==> config.mk <==
export PLATFORM = sky130hd
export DESIGN_NAME = seg_scan_driver
export DESIGN_NICKNAME = d
export VERILOG_FILES = /design/src/rtl/calendar_pkg.sv /design/src/rtl/edge_sync.sv /design/src/rtl/seg_scan_driver.sv
export SDC_FILE = /design/constraint.sdc
export NUM_CORES = 1
export LEC_CHECK = 0
export CAP_MARGIN = 20
export CORE_MARGIN = 3
export CORE_UTILIZATION = 45
export CTS_CLUSTER_SIZE = 28
export DETAILED_ROUTE_END_ITERATION = 16
export DONT_BUFFER_PORTS = 1
export PLACE_DENSITY = 0.72
export REMOVE_ABC_BUFFERS = 1
export SLEW_MARGIN = 15
export SYNTH_ARGS = -nofsm -noshare
export SYNTH_HDL_FRONTEND = slang
export SYNTH_HIERARCHICAL = 1
export SYNTH_SLANG_ARGS = --single-unit
==> constraint.sdc <==
create_clock -name clk_i -period 2.4 [get_ports clk_i]
set_clock_uncertainty 0.05 [all_clocks]
set_input_delay 0.12 -clock clk_i [delete_from_list [all_inputs] [get_ports clk_i]]
set_output_delay 0.12 -clock clk_i [all_outputs]
set_load 0.05 [all_outputs]
==> src/rtl/calendar_pkg.sv <==
// Shared display constants and the BCD-to-7-segment decode for the calendar project.
// Segment codes are active-high {g,f,e,d,c,b,a}; the driver applies pin polarity afterwards.
package calendar_pkg;

  localparam int unsigned MAX_DIGITS = 8;

  localparam logic [6:0] SEG_0    = 7'h3F;
  localparam logic [6:0] SEG_1    = 7'h06;
  localparam logic [6:0] SEG_2    = 7'h5B;
  localparam logic [6:0] SEG_3    = 7'h4F;
  localparam logic [6:0] SEG_4    = 7'h66;
  localparam logic [6:0] SEG_5    = 7'h6D;
  localparam logic [6:0] SEG_6    = 7'h7D;
  localparam logic [6:0] SEG_7    = 7'h07;
  localparam logic [6:0] SEG_8    = 7'h7F;
  localparam logic [6:0] SEG_9    = 7'h6F;
  localparam logic [6:0] SEG_DASH = 7'h40;

  localparam logic [6:0]            SEG_OFF = 7'h00;
  localparam logic [MAX_DIGITS-1:0] AN_OFF  = '0;

  // Malformed BCD shows a dash rather than a plausible-looking digit.
  function automatic logic [6:0] bcd_to_seg(input logic [3:0] bcd);
    logic [6:0] seg;
    case (bcd)
      4'd0:    seg = SEG_0;
      4'd1:    seg = SEG_1;
      4'd2:    seg = SEG_2;
      4'd3:    seg = SEG_3;
      4'd4:    seg = SEG_4;
      4'd5:    seg = SEG_5;
      4'd6:    seg = SEG_6;
      4'd7:    seg = SEG_7;
      4'd8:    seg = SEG_8;
      4'd9:    seg = SEG_9;
      default: seg = SEG_DASH;
    endcase
    return seg;
  endfunction

endpackage

==> src/rtl/edge_sync.sv <==
// Two-flop synchroniser with a history flop; gives the resampled level and a
// one-cycle pulse on each rising edge.
module edge_sync (
  input  logic clk_i,
  input  logic rst_i,
  input  logic async_i,
  output logic level_o,
  output logic rise_o
);

  logic s1_q, s2_q, s3_q;

  always_ff @(posedge clk_i) begin
    if (rst_i) begin
      s1_q <= 1'b0;
      s2_q <= 1'b0;
      s3_q <= 1'b0;
    end else begin
      s1_q <= async_i;
      s2_q <= s1_q;
      s3_q <= s2_q;
    end
  end

  assign level_o = s2_q;
  assign rise_o  = s2_q & ~s3_q;

endmodule

==> src/rtl/seg_scan_driver.sv <==
// Time-multiplexed driver for a common-anode 7-segment display: scans digits on
// scan_clk edges, blanks briefly after each switch, and supports blink/blank masks.
module seg_scan_driver
  import calendar_pkg::*;
#(
  parameter int unsigned NUM_DIGITS   = 8,
  parameter int unsigned BLANK_CYCLES = 64,
  parameter int unsigned SEG_ACT_LOW  = 1,
  parameter int unsigned AN_ACT_LOW   = 1
) (
  input  logic                          clk_i,
  input  logic                          rst_i,
  input  logic                          scan_clk_i,
  input  logic                          blink_clk_i,
  input  logic [4*NUM_DIGITS-1:0]       digits_bcd_i,
  input  logic [NUM_DIGITS-1:0]         dp_mask_i,
  input  logic [NUM_DIGITS-1:0]         blink_mask_i,
  input  logic [NUM_DIGITS-1:0]         blank_mask_i,
  output logic [NUM_DIGITS-1:0]         an_o,
  output logic [6:0]                    seg_o,
  output logic                          dp_o,
  output logic [$clog2(NUM_DIGITS)-1:0] scan_idx_o
);

  localparam int unsigned IdxW   = $clog2(NUM_DIGITS);
  localparam int unsigned GuardW = (BLANK_CYCLES > 0) ? $clog2(BLANK_CYCLES + 1) : 1;

  localparam logic [NUM_DIGITS-1:0] AnOff    = AN_OFF[NUM_DIGITS-1:0];
  localparam logic [NUM_DIGITS-1:0] AnInact  = (AN_ACT_LOW != 0) ? ~AnOff : AnOff;
  localparam logic [6:0]            SegInact = (SEG_ACT_LOW != 0) ? ~SEG_OFF : SEG_OFF;
  localparam logic                  DpInact  = (SEG_ACT_LOW != 0);

  logic scan_tick, blink_lvl, blink_rise_unused, scan_lvl_unused;

  edge_sync u_scan_sync (
    .clk_i   (clk_i),
    .rst_i   (rst_i),
    .async_i (scan_clk_i),
    .level_o (scan_lvl_unused),
    .rise_o  (scan_tick)
  );

  edge_sync u_blink_sync (
    .clk_i   (clk_i),
    .rst_i   (rst_i),
    .async_i (blink_clk_i),
    .level_o (blink_lvl),
    .rise_o  (blink_rise_unused)
  );

  logic [IdxW-1:0]       idx_q, idx_d;
  logic [GuardW-1:0]     guard_q, guard_d;
  logic [NUM_DIGITS-1:0] an_q, an_d, an_hi;
  logic [6:0]            seg_q, seg_d, seg_hi;
  logic                  dp_q, dp_d, dp_hi;
  logic [3:0]            digit;
  logic                  dark;

  always_comb begin
    idx_d   = idx_q;
    guard_d = guard_q;
    if (scan_tick) begin
      idx_d   = (idx_q == IdxW'(NUM_DIGITS - 1)) ? '0 : idx_q + 1'b1;
      guard_d = GuardW'(BLANK_CYCLES);
    end else if (guard_q != '0) begin
      guard_d = guard_q - 1'b1;
    end
  end

  // Outputs follow the current-cycle index/guard, so they lag scan_idx by one clock.
  always_comb begin
    digit  = digits_bcd_i[4*idx_q +: 4];
    dark   = (guard_q != '0) | blank_mask_i[idx_q] | (blink_mask_i[idx_q] & blink_lvl);
    an_hi  = AnOff;
    seg_hi = SEG_OFF;
    dp_hi  = 1'b0;
    if (!dark) begin
      an_hi[idx_q] = 1'b1;
      seg_hi       = bcd_to_seg(digit);
      dp_hi        = dp_mask_i[idx_q];
    end
    an_d  = (AN_ACT_LOW != 0) ? ~an_hi : an_hi;
    seg_d = (SEG_ACT_LOW != 0) ? ~seg_hi : seg_hi;
    dp_d  = (SEG_ACT_LOW != 0) ? ~dp_hi : dp_hi;
  end

  always_ff @(posedge clk_i) begin
    if (rst_i) begin
      idx_q   <= '0;
      guard_q <= '0;
      an_q    <= AnInact;
      seg_q   <= SegInact;
      dp_q    <= DpInact;
    end else begin
      idx_q   <= idx_d;
      guard_q <= guard_d;
      an_q    <= an_d;
      seg_q   <= seg_d;
      dp_q    <= dp_d;
    end
  end

  assign an_o       = an_q;
  assign seg_o      = seg_q;
  assign dp_o       = dp_q;
  assign scan_idx_o = idx_q;

endmodule

==> impl_metrics.py, run 1 <==
metrics = {
    "cells_and_area": {
        "area.growth.synth_to_final_pct": 15.24,
        "layoutNonFillerInstCount": 228,
        "final_nets": 249,
        "antenna_cells": 0,
        "post_route_cells_drive_above_1_share_pct": 19.78,
    },
    "placement": {
        "routabilityCongestion": 0.7403,
        "place.port_buffers": 0,
        "inst_count_dp": 214,
        "hpwl_mm": 2.886,
    },
    "global_routing": {
        "grt_max_degree": 18,
        "initial_antenna_violation_count": 0,
        "grt_overflow": 0,
        "global_routing_usage_summed_across_all_routing_layers_pct": 17.80,
        "grt_pass1_vias": 1280,
        "grt_first_pass_wirelength_mm": 5.851,
    },
    "critical_path": {
        "cp_data_required_time_ns": 2.51,
        "critical_path_class": "flip-flop to flip-flop",
        "setup.worst_path.start_class": "flip-flop",
        "critical_path_peak_fanout": 4,
        "worst-endpoint-arrival_ns": 2.39,
        "crit_path_end_kind": "flip-flop",
    },
    "timing": {
        "maxClockFrequency_mhz": 438.4,
        "max_slew.worst_pin.slew_ns": 0.7572,
        "slew_headroom_pct": 49.30,
        "shortest_clock_period_the_worst_path_allows_after_layout_ns": 2.281,
        "fin_hold_ws_ns": 0.03756,
        "setup_viol_count_final": 0,
        "slew_viol_final": 0,
        "final-hold-violation-count": 0,
        "fin_crit_sh_pct": 95.04,
    },
    "synthesis": {
        "postSynthCellCount": 173,
        "syn-mean-instance-area_um2": 9.728,
        "synthesis.yosys.warnings": 6,
        "synthesis.area_mm2": 0.001683,
    },
    "clock_network": {
        "cts.reportedPaths.clkPinSlew_ns": 0.06,
        "cts_tree": "yes",
        "htree_num_levels": 2,
        "clockRootBuffer": "sky130_fd_sc_hd__clkbuf_8",
        "cts_max_path_buffers": 2,
        "cts_sinks": 31,
        "number_of_clock_buffers_inserted_by_tritoncts": 5,
        "worst_skew_pair.late_latency_ns": 0.28,
    },
    "routing": {
        "vias_per_cell": 5.768,
        "vias": 1315,
        "drt_pre_antenna_iters": 4,
        "finalWirelength_mm": 3.668,
        "detail_route.drc_violations": 0,
        "wire_per_inst_um": 16.09,
        "dr.first_iter.drc_count": 34,
        "final_antenna_net_count": 0,
    },
    "power": {
        "max-vdd-ir-drop_mv": 0.3686,
        "p_leak_nw": 0.7314,
        "p_per_area_mw_per_mm2": 871.6,
    },
    "floorplanning": {
        "initial_core_util_pct": 48.52,
        "die_width_um": 67.16,
        "floorplan.die.height_um": 67.16,
        "fp.dieArea_mm2": 0.004510,
        "io-pin-count": 79,
        "floorplan.core_area_mm2": 0.003468,
        "standard_cell_row_count": 21,
    },
    "hold_path": {
        "hp-class": "primary input to flip-flop",
    },
    "job": {
        "drv.max_cap_violation_count": 0,
    },
    "run_status": {
        "run_status": "finished clean",
    },
}
==> state kept, by name (all words and copies together) (netlist names) <==
register              flops
dp_o                      1
guard_q                   7
u_scan_sync/s1_q          1
an_o                      8
u_blink_sync/s1_q         1
u_scan_sync/level_o       1
scan_idx_o                3
seg_o                     7
u_scan_sync/s3_q          1
u_blink_sync/level_o      1
==> path summary, 6_finish.rpt <==
path,start,cells past startpoint,slack (ns),to
min reg2reg,u_blink_sync/s1_q,1,0.40,u_blink_sync/level_o
max reg2reg,scan_idx_o[0],6,0.12,an_o[2]
min,rst_i,3,0.04,guard_q[5]
max,scan_idx_o[0],6,0.12,an_o[2]
==> cells in the final DEF, fill, tap and decap left out, drive strengths merged, types with 7 or more instances in the layout <==
master / n
ha: 8
inv: 7
mux4: 8
nand2: 9
dfxtp: 31
a21oi: 8
mux2i: 7
nor2: 17
buf: 11
o21ai: 8
nor2b: 8
==> through the flow <==
stage               total power, mW  area, um^2  setup slack [ns]   TNS (ns)  util [%]
global placement              1.135        1754            0.1819          0     50.58
floorplan                     1.052        1623            -1.104     -13.31         -
finish                        1.690        1939            0.1190          0     55.92
detailed placement            1.164        1754           0.08486          0     50.58
global route                  1.794        1939         -0.002679  -0.002679     55.92
CTS                           1.698        1902           0.06547          0     54.83
==> power breakdown <==
group          total, mW  switching (mW)  internal (mW)
sequential         0.691           0.103          0.588
clock              0.529           0.193          0.336
combinational      0.470           0.237          0.233
==> routing by layer <==
metal	GRT usage, %	routed length (um)
met2	30.18	1860
met1	19.73	1422
met5	0	0
met4	9.873	104
met3	5.491	280
==> worst max-delay path, cell delays in order (launching register included) <==
cell                        delay, ns
sky130_fd_sc_hd__dfxtp_4         0.40
sky130_fd_sc_hd__buf_4           0.12
sky130_fd_sc_hd__mux4_2          0.48
sky130_fd_sc_hd__mux2_2          0.29
sky130_fd_sc_hd__a2111oi_4       0.36
sky130_fd_sc_hd__nand2_1         0.10
sky130_fd_sc_hd__or3b_1          0.36
==> final cells by class <==
type | count | area (um^2)
clock inverter | 2 | 35.03
tap | 46 | 57.56
inverter | 7 | 26.28
timing repair buffer | 14 | 137.6
multi-input combinational | 122 | 975.9
fill | 310 | 1529
sequential | 31 | 624.3
clock buffer | 6 | 82.58
==> timing repair <==
action                     4_1_cts  5_1_grt
hold buffers                     3        0
setup endpoints to repair        0        2
setup buffers                    0        3
hold endpoints to repair        13        0
resized for setup                0        2
No activity file was read; power rests on OpenSTA's default activity.
==> run 2: changes to the inputs <==
Settings changed: ABC_AREA from default to 1.
==> impl_metrics.py, run 2 <==
metrics = {
    "critical_path": {
        "critical_path.slowest_cell": "sky130_fd_sc_hd__dfxtp_1",
        "path_common_cell": "sky130_fd_sc_hd__nand3_1",
        "critical_path.n_buffers_inverters": 3,
        "worst-endpoint-arrival_ns": 2.22,
        "cp_data_required_time_ns": 2.51,
        "crit_path_end_kind": "flip-flop",
        "setup.worst_path.start_class": "flip-flop",
        "critical_path_class": "flip-flop to flip-flop",
        "path_delay_family": "simple AND/OR/NAND/NOR gates",
        "crit_chain": "buf_4, nand4_1, nand4_1, nor2_1, inv_1, ha_1, inv_1, nand3_1, nand3_1, nand3_1",
        "critical_path_peak_fanout": 11,
        "worst_path_largest_cell_delay_ns": 0.42,
    },
    "placement": {
        "dpl_cell_area_mm2": 0.001804,
        "placement.setup.worst_slack_ns": 0.3092,
        "hpwl_mm": 3.157,
        "routabilityCongestion": 0.8546,
        "place.port_buffers": 0,
    },
    "clock_network": {
        "cts_tree": "yes",
        "number_of_clock_buffers_inserted_by_tritoncts": 5,
        "clockRootBuffer": "sky130_fd_sc_hd__clkbuf_8",
        "cts_repair_resize_count": 0,
        "htree_num_levels": 2,
        "cts.reportedPaths.clkPinSlew_ns": 0.07,
        "worst_skew_pair.late_latency_ns": 0.28,
        "cts_max_path_buffers": 2,
        "cts_sinks": 31,
    },
    "routing": {
        "final_antenna_net_count": 0,
        "dr.first_iter.drc_count": 105,
        "vias_per_cell": 5.024,
        "drt_pre_antenna_iters": 4,
        "detail_route.drc_violations": 0,
        "finalWirelength_mm": 4.157,
        "vias": 1668,
        "wire_per_inst_um": 12.52,
    },
    "power": {
        "p_comb_share_pct": 24.8,
        "design_power_total_mw": 1.670,
        "p_leak_nw": 0.9810,
        "share_clk_of_total_power_pct": 31.6,
        "internal_power_mw": 1.071,
        "p_per_area_mw_per_mm2": 851.4,
        "max-vdd-ir-drop_mv": 0.3536,
        "sw_frac_of_total_pct": 35.86,
        "p_switching_uw": 598.9,
        "pwr-share-seq_pct": 43.6,
    },
    "global_routing": {
        "global_route.usage.met2_pct": 30.48,
        "global_routing_usage_summed_across_all_routing_layers_pct": 18.91,
        "grt_max_degree": 28,
        "peak_usage_layer_in_the_global_routing_report": "met2",
        "grt_overflow": 0,
        "grt_first_pass_wirelength_mm": 6.658,
        "use_met1_pct": 23.37,
        "groute.layer.met3.usage_pct": 5.997,
        "grt_pass1_vias": 1482,
        "initial_antenna_violation_count": 0,
    },
    "timing": {
        "rsz0062_at_grt": "false",
        "fin_crit_sh_pct": 87.84,
        "max_slew.worst_pin.slew_ns": 0.5117,
        "slew_headroom_pct": 65.84,
        "final-hold-violation-count": 0,
        "setup_slack_ns": 0.2918,
        "maxClockFrequency_mhz": 474.3,
        "slew_viol_final": 0,
        "setup_viol_count_final": 0,
        "setup_tns_ns": 0,
        "shortest_clock_period_the_worst_path_allows_after_layout_ns": 2.108,
    },
    "cells_and_area": {
        "multi_input_area_um2": 980.9,
        "most-common-layout-cells": "108 x sky130_fd_sc_hd__nand2_1, 31 x sky130_fd_sc_hd__dfxtp_1, 27 x sky130_fd_sc_hd__nand3_1",
        "final_cell_area_mm2": 0.001962,
        "fin_util_pct": 52.41,
        "seqCellArea_um2": 620.6,
        "largest_reg_flops": 8,
        "post_route_cells_drive_above_1_share_pct": 8.451,
        "area.growth.synth_to_final_pct": 10.34,
        "antenna_cells": 0,
        "final_nets": 351,
        "fillerInstances": 386,
        "layout.cells.most_common": "sky130_fd_sc_hd__nand2_1",
    },
    "synthesis": {
        "synthesis.area_mm2": 0.001778,
        "syn-mean-instance-area_um2": 6.396,
        "postSynthCellCount": 278,
        "synthesis.yosys.warnings": 6,
    },
    "floorplanning": {
        "floorplan.die.height_um": 68.86,
        "fp.dieArea_mm2": 0.004741,
        "standard_cell_row_count": 22,
        "die_width_um": 68.86,
        "initial_core_util_pct": 47.49,
        "floorplan.core_area_mm2": 0.003744,
        "io-pin-count": 79,
    },
    "hold_path": {
        "hp-class": "primary input to flip-flop",
    },
    "run_status": {
        "run_status": "finished clean",
    },
    "job": {
        "drv.max_cap_violation_count": 0,
    },
}
run 2: worst register-to-register path, delay by kind of cell, from the launching register on:
family	cells	cell delay [ns]
flip-flops	1	0.42
adder cells (fa/ha/maj)	1	0.22
AND/OR/NAND/NOR	6	0.84
buffers and inverters	3	0.45
run 2: layer usage:
| layer | wire length [um] | vias up |
|---|---|---|
| met3 | 359 | 7 |
| met2 | 1948 | 54 |
| li1 | - | 882 |
| met1 | 1788 | 725 |
| met4 | 60 | 0 |
| met5 | 0 | - |
run 2: cell type report:
| cell class | instances | area share (%) |
|---|---|---|
| well taps | 48 | 3.061 |
| flip-flops and latches | 31 | 31.63 |
| clock buffers | 6 | 4.209 |
| clock inverters | 2 | 1.786 |
| multi-input cells | 207 | 50.00 |
| repair buffers | 8 | 3.571 |
| inverters | 30 | 5.740 |
run 2: path summary, 6_finish.rpt:
| kind | startpoint | endpoint | slack [ns] | cells past startpoint |
|---|---|---|---|---|
| hold reg to reg | u_scan_sync/s1_q | u_scan_sync/level_o | 0.35 | 2 |
| setup / recovery | scan_idx_o[1] | seg_o[3] | 0.29 | 10 |
| setup reg to reg | scan_idx_o[1] | seg_o[3] | 0.29 | 10 |
| hold / removal | dp_mask_i[3] | dp_o | 0.01 | 3 |
run 2: power groups by stage:
| stage | sequential, mW | clock [mW] | combinational, mW |
|---|---|---|---|
| global route | 0.738 | 0.565 | 0.491 |
| detailed placement | 0.738 | 0 | 0.407 |
| CTS | 0.729 | 0.540 | 0.416 |
| global placement | 0.738 | 0 | 0.400 |
| floorplan | 0.743 | 0 | 0.320 |
| finish | 0.728 | 0.528 | 0.414 |
run 2: stage by stage:
step,hold slack (ns),cells
6_report,0.01474,332
5_1_grt,0.01315,332
4_1_cts,0.01295,332
3_5_place_dp,0.1436,320
3_3_place_gp,0.1412,320
2_1_floorplan,0.1391,268
run 2: timing repair:
action | in CTS | in global routing
buffers inserted | 0 | 0
hold buffers | 4 | 0
endpoints found under the hold margin | 12 | 0
==> run 3: changes to the inputs <==
Settings changed: HOLD_SLACK_MARGIN from default to 0.06.
==> impl_metrics.py, run 3 (synthesis gave the netlist of run 2 again) <==
metrics = {
    "cells_and_area": {
        "most-common-layout-cells": "108 x sky130_fd_sc_hd__nand2_1, 29 x sky130_fd_sc_hd__dfxtp_1, 27 x sky130_fd_sc_hd__nand3_1",
        "final_cell_area_mm2": 0.001994,
        "layout.cells.most_common": "sky130_fd_sc_hd__nand2_1",
        "area.growth.synth_to_final_pct": 12.17,
        "fillerInstances": 389,
        "final_nets": 353,
        "post_route_cells_drive_above_1_share_pct": 9.091,
        "largest_reg_flops": 8,
        "antenna_cells": 0,
    },
    "global_routing": {
        "global_route.usage.met2_pct": 30.36,
        "grt_first_pass_wirelength_mm": 6.630,
        "initial_antenna_violation_count": 0,
        "grt_max_degree": 28,
        "use_met1_pct": 23.37,
        "grt_pass1_vias": 1485,
        "groute.layer.met3.usage_pct": 5.997,
        "global_routing_usage_summed_across_all_routing_layers_pct": 18.87,
        "peak_usage_layer_in_the_global_routing_report": "met2",
        "grt_overflow": 0,
    },
    "timing": {
        "final-hold-violation-count": 0,
        "maxClockFrequency_mhz": 450.2,
        "fin_crit_sh_pct": 92.56,
        "slew_viol_final": 0,
        "slew_headroom_pct": 65.84,
        "shortest_clock_period_the_worst_path_allows_after_layout_ns": 2.221,
        "max_slew.worst_pin.slew_ns": 0.5117,
        "setup_tns_ns": 0,
        "setup_viol_count_final": 0,
        "fin_hold_ws_ns": 0.1866,
    },
    "routing": {
        "final_antenna_net_count": 0,
        "detail_route.drc_violations": 0,
        "vias": 1684,
        "wire_per_inst_um": 12.51,
        "dr.first_iter.drc_count": 114,
        "vias_per_cell": 5.042,
        "drt_pre_antenna_iters": 4,
        "finalWirelength_mm": 4.179,
    },
    "floorplanning": {
        "floorplan.core_area_mm2": 0.003744,
        "standard_cell_row_count": 22,
        "initial_core_util_pct": 47.49,
        "floorplan.die.height_um": 68.86,
        "io-pin-count": 79,
        "fp.dieArea_mm2": 0.004741,
        "die_width_um": 68.86,
    },
    "power": {
        "p_switching_uw": 608.8,
        "p_leak_nw": 0.9850,
        "sw_frac_of_total_pct": 36.07,
        "design_power_total_mw": 1.688,
        "internal_power_mw": 1.079,
        "share_clk_of_total_power_pct": 31.3,
        "p_comb_share_pct": 25.6,
        "max-vdd-ir-drop_mv": 0.3522,
        "p_per_area_mw_per_mm2": 846.2,
        "pwr-share-seq_pct": 43.2,
    },
    "hold_path": {
        "hp-class": "primary input to flip-flop",
    },
    "clock_network": {
        "cts_max_path_buffers": 2,
        "clockRootBuffer": "sky130_fd_sc_hd__clkbuf_8",
        "cts_sinks": 31,
        "htree_num_levels": 2,
        "worst_skew_pair.late_latency_ns": 0.28,
        "cts_tree": "yes",
        "cts.reportedPaths.clkPinSlew_ns": 0.07,
        "number_of_clock_buffers_inserted_by_tritoncts": 5,
        "cts.repair_timing.setup_buffer_count": 0,
    },
    "critical_path": {
        "setup.worst_path.start_class": "flip-flop",
        "worst-endpoint-arrival_ns": 2.40,
        "crit_path_end_kind": "flip-flop",
        "cp_data_required_time_ns": 2.58,
        "critical_path_peak_fanout": 12,
        "critical_path_class": "flip-flop to flip-flop",
    },
    "job": {
        "drv.max_cap_violation_count": 0,
    },
    "placement": {
        "hpwl_mm": 3.157,
        "dpl_cell_area_mm2": 0.001804,
        "routabilityCongestion": 0.8546,
        "place.port_buffers": 0,
    },
    "run_status": {
        "run_status": "finished clean",
    },
}
==> run 3: cell count changes in the layout (fill, tap and decap cells not counted), sizes merged <==
cell and change:
dlygate4sd3 +2
==> run 3: cell type report <==
class	count	area, um^2	share of cell area (%)
Clock inverter	2	35.03	1.757
Tap cell	48	60.06	3.011
Clock buffer	6	82.58	4.141
Timing Repair Buffer	10	90.09	4.517
Multi-Input combinational cell	207	985.9	49.44
Sequential cell	31	623.1	31.24
Inverter	30	117.6	5.897
==> run 3: final timing paths <==
| check | start | to | slack, ns | cells past startpoint |
|---|---|---|---|---|
| max reg2reg | scan_idx_o[1] | dp_o | 0.18 | 6 |
| max | scan_idx_o[1] | dp_o | 0.18 | 6 |
| min reg2reg | u_scan_sync/s1_q | u_scan_sync/level_o | 0.35 | 2 |
| min | rst_i | seg_o[4] | 0.19 | 6 |
==> run 3: stage by stage <==
step                      utilization (%)  std cells  setup WS [ns]
after global routing                53.28        334       -0.01555
after CTS                           52.94        334        0.05874
after floorplan                         -        268        -0.3494
after global placement              48.20        320         0.3805
after detailed placement            48.20        320         0.3092
final                               53.28        334         0.1786
==> run 3: layer usage <==
metal	up-vias	part of all wire, %
li1	889	-
met1	733	43
met2	55	47
met3	7	8.3
met4	0	1.4
met5	-	0
==> run 3: worst max-delay path: stages (launching register included) <==
cell	delay, ns
sky130_fd_sc_hd__dfxtp_2	0.45
sky130_fd_sc_hd__inv_2	0.16
sky130_fd_sc_hd__nor3_2	0.23
sky130_fd_sc_hd__a21oi_1	0.10
sky130_fd_sc_hd__dlygate4sd3_1	0.56
sky130_fd_sc_hd__nand3_1	0.08
sky130_fd_sc_hd__dlygate4sd3_1	0.55
==> run 3: power by group through the flow <==
stage	sequential [mW]	clock [mW]	combinational (mW)
after CTS	0.729	0.540	0.419
after detailed placement	0.738	0	0.407
after global routing	0.738	0.564	0.510
final	0.728	0.528	0.432
after floorplan	0.743	0	0.320
after global placement	0.738	0	0.400
==> run 3: what timing repair did <==
action	CTS	global route
resized for setup	0	5
endpoints found under the setup margin	0	1
endpoints found under the hold margin	16	0
hold buffers	6	0
